`src/rtl/hybrid_cipher_pkg.sv`:
```
// Shared constants, FSM state type and Polybius helper for the hybrid cipher
// (Vigenere followed by a 5x5 Polybius square with I/J sharing one cell).
package hybrid_cipher_pkg;

  localparam logic [7:0] ASCII_A     = 8'h41;
  localparam logic [7:0] ASCII_ONE   = 8'h31;
  localparam int         ALPHA       = 26;
  localparam int         GRID        = 5;
  localparam int         POLY_J_SKIP = 8;

  typedef enum logic [1:0] {ROW, COL, EMIT} state_t;

  // Grid cell (row, col) to letter index 0..25; cells above 'I' skip 'J'.
  function automatic logic [4:0] polybius_to_letter(input logic [2:0] r,
                                                    input logic [2:0] c);
    logic [4:0] p5;
    p5 = 5'(r) * 5'(GRID) + 5'(c);
    return (p5 <= 5'(POLY_J_SKIP)) ? p5 : p5 + 5'd1;
  endfunction

endpackage

```
`src/rtl/hybrid_decrypt_polybius_decode.sv`:
```
// Combinational inverse of the Polybius square: (row, col) -> letter index.
module polybius_decode
  import hybrid_cipher_pkg::*;
(
  input  logic [2:0] row,
  input  logic [2:0] col,
  output logic [4:0] letter
);

  assign letter = polybius_to_letter(row, col);

endmodule

```
`src/rtl/hybrid_decrypt.sv`:
```
// Streaming hybrid-cipher decryptor: pairs ASCII digits into Polybius cells,
// inverts the square, subtracts the repeating key letter and emits one
// uppercase letter per pair.
// Optional feature macro: HYBRID_DECRYPT_ERR_CHECK_EN (invalid-digit detection
// with sticky err); when undefined, out-of-range digits are clamped and err=0.
module hybrid_decrypt
  import hybrid_cipher_pkg::*;
#(
  parameter int N  = 12,
  parameter int KW = 4
) (
  input  logic           clk,
  input  logic           rst_n,
  input  logic [8*N-1:0] key,
  input  logic           msg_start,
  input  logic           in_valid,
  output logic           in_ready,
  input  logic [7:0]     in_digit,
  output logic           out_valid,
  input  logic           out_ready,
  output logic [7:0]     out_char,
  output logic           msg_done,
  output logic           err
);

  state_t        state, state_next;
  logic [KW-1:0] char_idx;
  logic [2:0]    row_q;
  logic [2:0]    digit_val;
  logic          digit_ok;
  logic          start_ok;
  logic          accept;
  logic          out_fire;
  logic          idx_last;
  logic [4:0]    cipher_letter;
  logic [7:0]    key_char;
  logic [7:0]    key_off;
  logic [7:0]    letter8;
  logic [7:0]    plain_off;

  // msg_start is ignored only while an output is stalled by the consumer.
  assign start_ok = msg_start && !(out_valid && !out_ready);
  assign out_fire = out_valid && out_ready;
  assign accept   = in_valid && in_ready;
  assign idx_last = (char_idx == KW'(N - 1));

`ifdef HYBRID_DECRYPT_ERR_CHECK_EN
  // Only '1'..'5' are legal; anything else is flagged and its pair dropped.
  always_comb begin
    digit_ok  = (in_digit >= ASCII_ONE) && (in_digit <= ASCII_ONE + 8'd4);
    digit_val = digit_ok ? 3'(in_digit - ASCII_ONE) : 3'd0;
  end
`else
  // Out-of-range digits clamp to the nearest grid edge instead of erroring.
  always_comb begin
    digit_ok = 1'b1;
    if (in_digit < ASCII_ONE) begin
      digit_val = 3'd0;
    end else if (in_digit > ASCII_ONE + 8'd4) begin
      digit_val = 3'(GRID - 1);
    end else begin
      digit_val = 3'(in_digit - ASCII_ONE);
    end
  end
`endif

  polybius_decode u_polybius_decode (
    .row    (row_q),
    .col    (digit_val),
    .letter (cipher_letter)
  );

  // Vigenere subtraction against the key letter selected by the char index.
  always_comb begin
    key_char  = key[8*(N-1-int'(char_idx)) +: 8];
    key_off   = key_char - ASCII_A;
    letter8   = {3'b000, cipher_letter};
    plain_off = (letter8 >= key_off) ? letter8 - key_off
                                     : letter8 + 8'(ALPHA) - key_off;
  end

  // Next-state and in_ready; msg_start outranks a simultaneous digit.
  always_comb begin
    state_next = state;
    in_ready   = 1'b0;
    case (state)
      ROW: begin
        in_ready = !msg_start;
        if (start_ok)      state_next = ROW;
        else if (in_valid) state_next = digit_ok ? COL : ROW;
      end
      COL: begin
        in_ready = !msg_start;
        if (start_ok)      state_next = ROW;
        else if (in_valid) state_next = digit_ok ? EMIT : ROW;
      end
      EMIT: begin
        in_ready = out_ready && !msg_start;
        if (out_fire) begin
          if (start_ok)                  state_next = ROW;
          else if (in_valid && digit_ok) state_next = COL;
          else                           state_next = ROW;
        end
      end
      default: state_next = ROW;
    endcase
  end

  // State register.
  always_ff @(posedge clk or negedge rst_n) begin
    if (!rst_n) state <= ROW;
    else        state <= state_next;
  end

  // Datapath: row latch, output register, char index and msg_done pulse.
  always_ff @(posedge clk or negedge rst_n) begin
    if (!rst_n) begin
      char_idx  <= '0;
      row_q     <= 3'd0;
      out_valid <= 1'b0;
      out_char  <= 8'h00;
      msg_done  <= 1'b0;
    end else begin
      msg_done <= out_fire && idx_last;
      if (out_fire) out_valid <= 1'b0;
      if (start_ok)      char_idx <= '0;
      else if (out_fire) char_idx <= idx_last ? '0 : char_idx + 1'b1;
      if (accept && digit_ok) begin
        if (state == COL) begin
          out_char  <= ASCII_A + plain_off;
          out_valid <= 1'b1;
        end else begin
          row_q <= digit_val;
        end
      end
    end
  end

`ifdef HYBRID_DECRYPT_ERR_CHECK_EN
  // Sticky invalid-digit flag, cleared by reset or an accepted msg_start.
  always_ff @(posedge clk or negedge rst_n) begin
    if (!rst_n)                   err <= 1'b0;
    else if (start_ok)            err <= 1'b0;
    else if (accept && !digit_ok) err <= 1'b1;
  end
`else
  assign err = 1'b0;
`endif

endmodule
```
`config.mk`:
```
export PLATFORM = sky130hd
export DESIGN_NAME = hybrid_decrypt
export DESIGN_NICKNAME = d
export VERILOG_FILES = /design/src/rtl/hybrid_cipher_pkg.sv /design/src/rtl/hybrid_decrypt_polybius_decode.sv /design/src/rtl/hybrid_decrypt.sv
export SDC_FILE = /design/constraint.sdc
export NUM_CORES = 1
export LEC_CHECK = 0
export CAP_MARGIN = 20
export CORE_AREA = 2 2 118 63
export DETAILED_ROUTE_END_ITERATION = 16
export DIE_AREA = 0 0 120 65
export DONT_BUFFER_PORTS = 1
export GPL_TIMING_DRIVEN = 0
export PLACE_DENSITY_LB_ADDON = 0.25
export SYNTH_ARGS = -nofsm -noshare
export SYNTH_HDL_FRONTEND = slang
export SYNTH_SLANG_ARGS = --single-unit
```
`constraint.sdc`:
```
create_clock -name clk -period 5.5 [get_ports clk]
set_input_delay 1.1 -clock clk [delete_from_list [all_inputs] [get_ports clk]]
set_output_delay 1.1 -clock clk [all_outputs]
set_load 0.1 [all_outputs]
```
==> flow_metrics.py <==
metrics = {
    "run_status": {
        "status": "finished with violations",
        "violations": "setup timing",
    },
    "synthesis": {
        "yosysMostFrequentCell": "nand2_1",
        "yosysWarningCount": 0,
        "synthesis.instances": 380,
        "synth_ff_type": "dfrtp_1",
        "syn_avg_cell_area_um2": 8.66,
        "yosysSeqAreaShare": 0.144,
        "syn-cell-area_um2": 3290,
        "syn_nets": 523,
        "ys_ff_latch": 19,
        "synth_edf_count": 0,
        "synth_top_cell_by_area": "dfrtp_1",
        "synth_common_cells": "nand2_1 (40), inv_1 (33), ha_1 (31)",
        "synth_top_cell_area_share": 0.144,
        "yosys-top-cells-area": "dfrtp_1 (14%), ha_1 (12%), mux2i_1 (6.7%), mux4_1 (6.4%), mux4_2 (6.2%)",
        "synthArstFlopShare": 1.00,
        "ys_types": 63,
    },
    "sta": {
        "fmax_mhz": 166,
        "layout_min_cycle_time_ns": 6.03,
        "slew_violations": 0,
        "rsz0062_at_grt": "yes",
        "setup_viol": 4,
        "period_share": 1.10,
        "hold_viol": 0,
        "setup-tns-final_ns": -1.08,
        "relSlewSlack": 0.391,
        "tightest_slew_ns": 0.914,
        "setup_ws_ns": -0.535,
        "finalClockSkew_ns": 0.00230,
    },
    "clock_tree": {
        "clk_pin_slew_ns": 0.06,
        "cts.sink_count": 19,
        "clock-root-buffer": "clkbuf_16",
        "h-tree-depth": 1,
        "hold_buffers": 0,
        "numCtsBuffers": 3,
        "cts_max_path_buffers": 2,
        "cts_tree": "done",
        "clk_latency_ns": 0.25,
    },
    "global_route": {
        "grt_overflow": 0,
        "grt_pass1_wl_um": 14000,
        "grt_max_degree": 20,
        "grt_pass1_vias": 2804,
        "grt_usage": 0.223,
        "antenna_found_initial": 0,
    },
    "layout": {
        "stdcell_area_um2": 3970,
        "drive_above_1_share": 0.268,
        "synthToLayoutAreaGrowth_pct": 20.8,
        "antennaDiodeCount": 0,
        "nFillCells": 614,
        "multi_input_comb_area_um2": 2850,
        "nets": 550,
        "regArea_um2": 475,
    },
    "floorplan": {
        "die_h_um": 65,
        "core-area_um2": 6910,
        "start_util": 0.476,
        "rows": 22,
        "die_w_um": 120,
        "pin_count": 121,
        "dieArea_um2": 7800,
    },
    "power_and_ir_drop": {
        "p_leak_nw": 1.66,
        "vdd_drop_max_mv": 0.175,
        "power.density_nw_per_um2": 354,
    },
    "drt": {
        "drc": 0,
        "drtIter0Drc": 167,
        "vias_per_cell": 6.02,
        "wl_per_cell_um": 17.6,
        "drt_pass1_iterations": 4,
        "antenna_left": 0,
        "route.final.wire_length_um": 8820,
        "vias": 3020,
    },
    "critical_path": {
        "critPathCaptureType": "register",
        "path_max_fanout": 3,
        "startpoint_type": "input port",
        "path_class": "in2reg",
        "arrival_ns": 6.22,
        "r2r_cells": 24,
        "required_ns": 5.69,
    },
    "place": {
        "dpl.hpwl_um": 7220,
        "gp_congestion": 0.885,
        "post_dp_cell_area_um2": 3560,
        "portBuffers": 0,
    },
    "job": {
        "maxCapViolations": 0,
    },
    "min_path": {
        "hold_path_class": "in2async",
    },
}
-- sequential cells by signal, summed over array words and instances, names as in the netlist --
signal / flops
out_valid: 1
out_char: 8
state: 2
char_idx: 4
msg_done: 1
row_q: 3
-- layout make-up --
cell class / count / share of cell area
buffer: 17 / 0.0293
clock buffer: 3 / 0.0189
clock inverter: 1 / 0.00126
inverter: 34 / 0.0372
multi-input combinational: 310 / 0.716
sequential: 19 / 0.120
tap: 96 / 0.0302
timing repair buffer: 22 / 0.0475
-- timing repair --
item	CTS	global route
pin swaps	19	26
buffers inserted	15	6
endpoints found under the hold margin	0	0
gates resized for setup	13	26
setup endpoints to repair	6	7
-- logic make-up after synthesis --
group / after synthesis / synth area share
buf+inv: 51 / 0.0738
flops: 19 / 0.144
fa+ha+maj: 35 / 0.139
compound gates: 86 / 0.189
mux: 44 / 0.210
other cells: 1 / 0.00114
simple gates: 121 / 0.182
xor+xnor: 23 / 0.0612
-- layout by cell type (no fill, tap or decap), types with 4 or more instances in the layout --
cell,Yosys,final
a22oi_1,4,4
ha_1,31,22
xor2_1,8,8
o21ai_1,0,4
nor2b_1,10,10
xnor2_1,15,10
inv_1,33,29
buf_4,2,20
ha_4,0,4
nand2_1,40,37
xnor2_2,0,4
a21o_1,6,6
nor2_1,22,20
mux2i_1,22,22
o21a_1,5,5
mux2_2,5,4
ha_2,0,5
buf_6,3,5
nand3_1,15,12
o21ai_0,27,21
and2_1,6,6
mux4_1,8,8
nand2b_1,7,7
dfrtp_1,19,19
a21oi_2,0,4
clkbuf_1,6,5
a21oi_1,13,8
mux4_2,9,9
-- worst paths after layout --
| check | start | endpoint | slack, ns |
|---|---|---|---|
| max in group asynchronous | rst_n | out_char[3] | 4.89 |
| setup / recovery | in_digit[1] | out_char[6] | -0.53 |
| setup reg to reg | char_idx[2] | out_char[6] | -0.30 |
| min in group clk | state[0] | state[0] | 0.54 |
| hold / removal | rst_n | state[0] | 0.54 |
| hold reg to reg | state[0] | state[0] | 0.54 |
-- worst max-delay path: stages --
cell	delay, ns
inv_12	0.02
ha_4	0.15
inv_4	0.05
o21ai_2	0.04
nor3_1	0.13
o21ai_1	0.12
nor2_1	0.18
ha_1	0.29
ha_4	0.17
inv_2	0.05
fa_2	0.46
nand2_1	0.09
nand2_2	0.09
a2111oi_4	0.40
xnor2_2	0.16
ha_1	0.34
nand3b_1	0.11
a21boi_2	0.18
a211oi_2	0.07
nor2_1	0.12
o221ai_2	0.18
a211oi_4	0.34
xor2_1	0.20
ha_2	0.24
nand3_2	0.06
mux2_4	0.28
or4b_4	0.52
nand3_2	0.08
-- stage by stage --
stage          power, mW  cells  hold slack, ns  utilization  worst slack [ns]
5_1_grt             1.49    502           0.531        0.575            -0.830
3_3_place_gp        1.05    476           0.529        0.510            -0.992
3_5_place_dp        1.08    478           0.532        0.515             -1.19
6_report            1.41    502           0.538        0.575            -0.535
2_1_floorplan      0.936    380           0.496            -            -0.641
4_1_cts             1.32    497           0.535        0.553            -0.590
-- per-layer routing --
metal,track usage,wire length (µm),up-vias
li1,-,-,1432
met1,0.355,4410,1444
met2,0.318,3630,135
met3,0.0290,707,9
met4,0.0382,77,0
met5,0,0,-
-- report_power, final --
| group | switching (mW) | internal, mW | total (mW) |
|---|---|---|---|
| sequential | 0.236 | 0.169 | 0.405 |
| combinational | 0.454 | 0.398 | 0.852 |
| clock | 0.0546 | 0.0976 | 0.152 |
| total | 0.744 | 0.664 | 1.41 |
(Power assumes the default switching activity.)
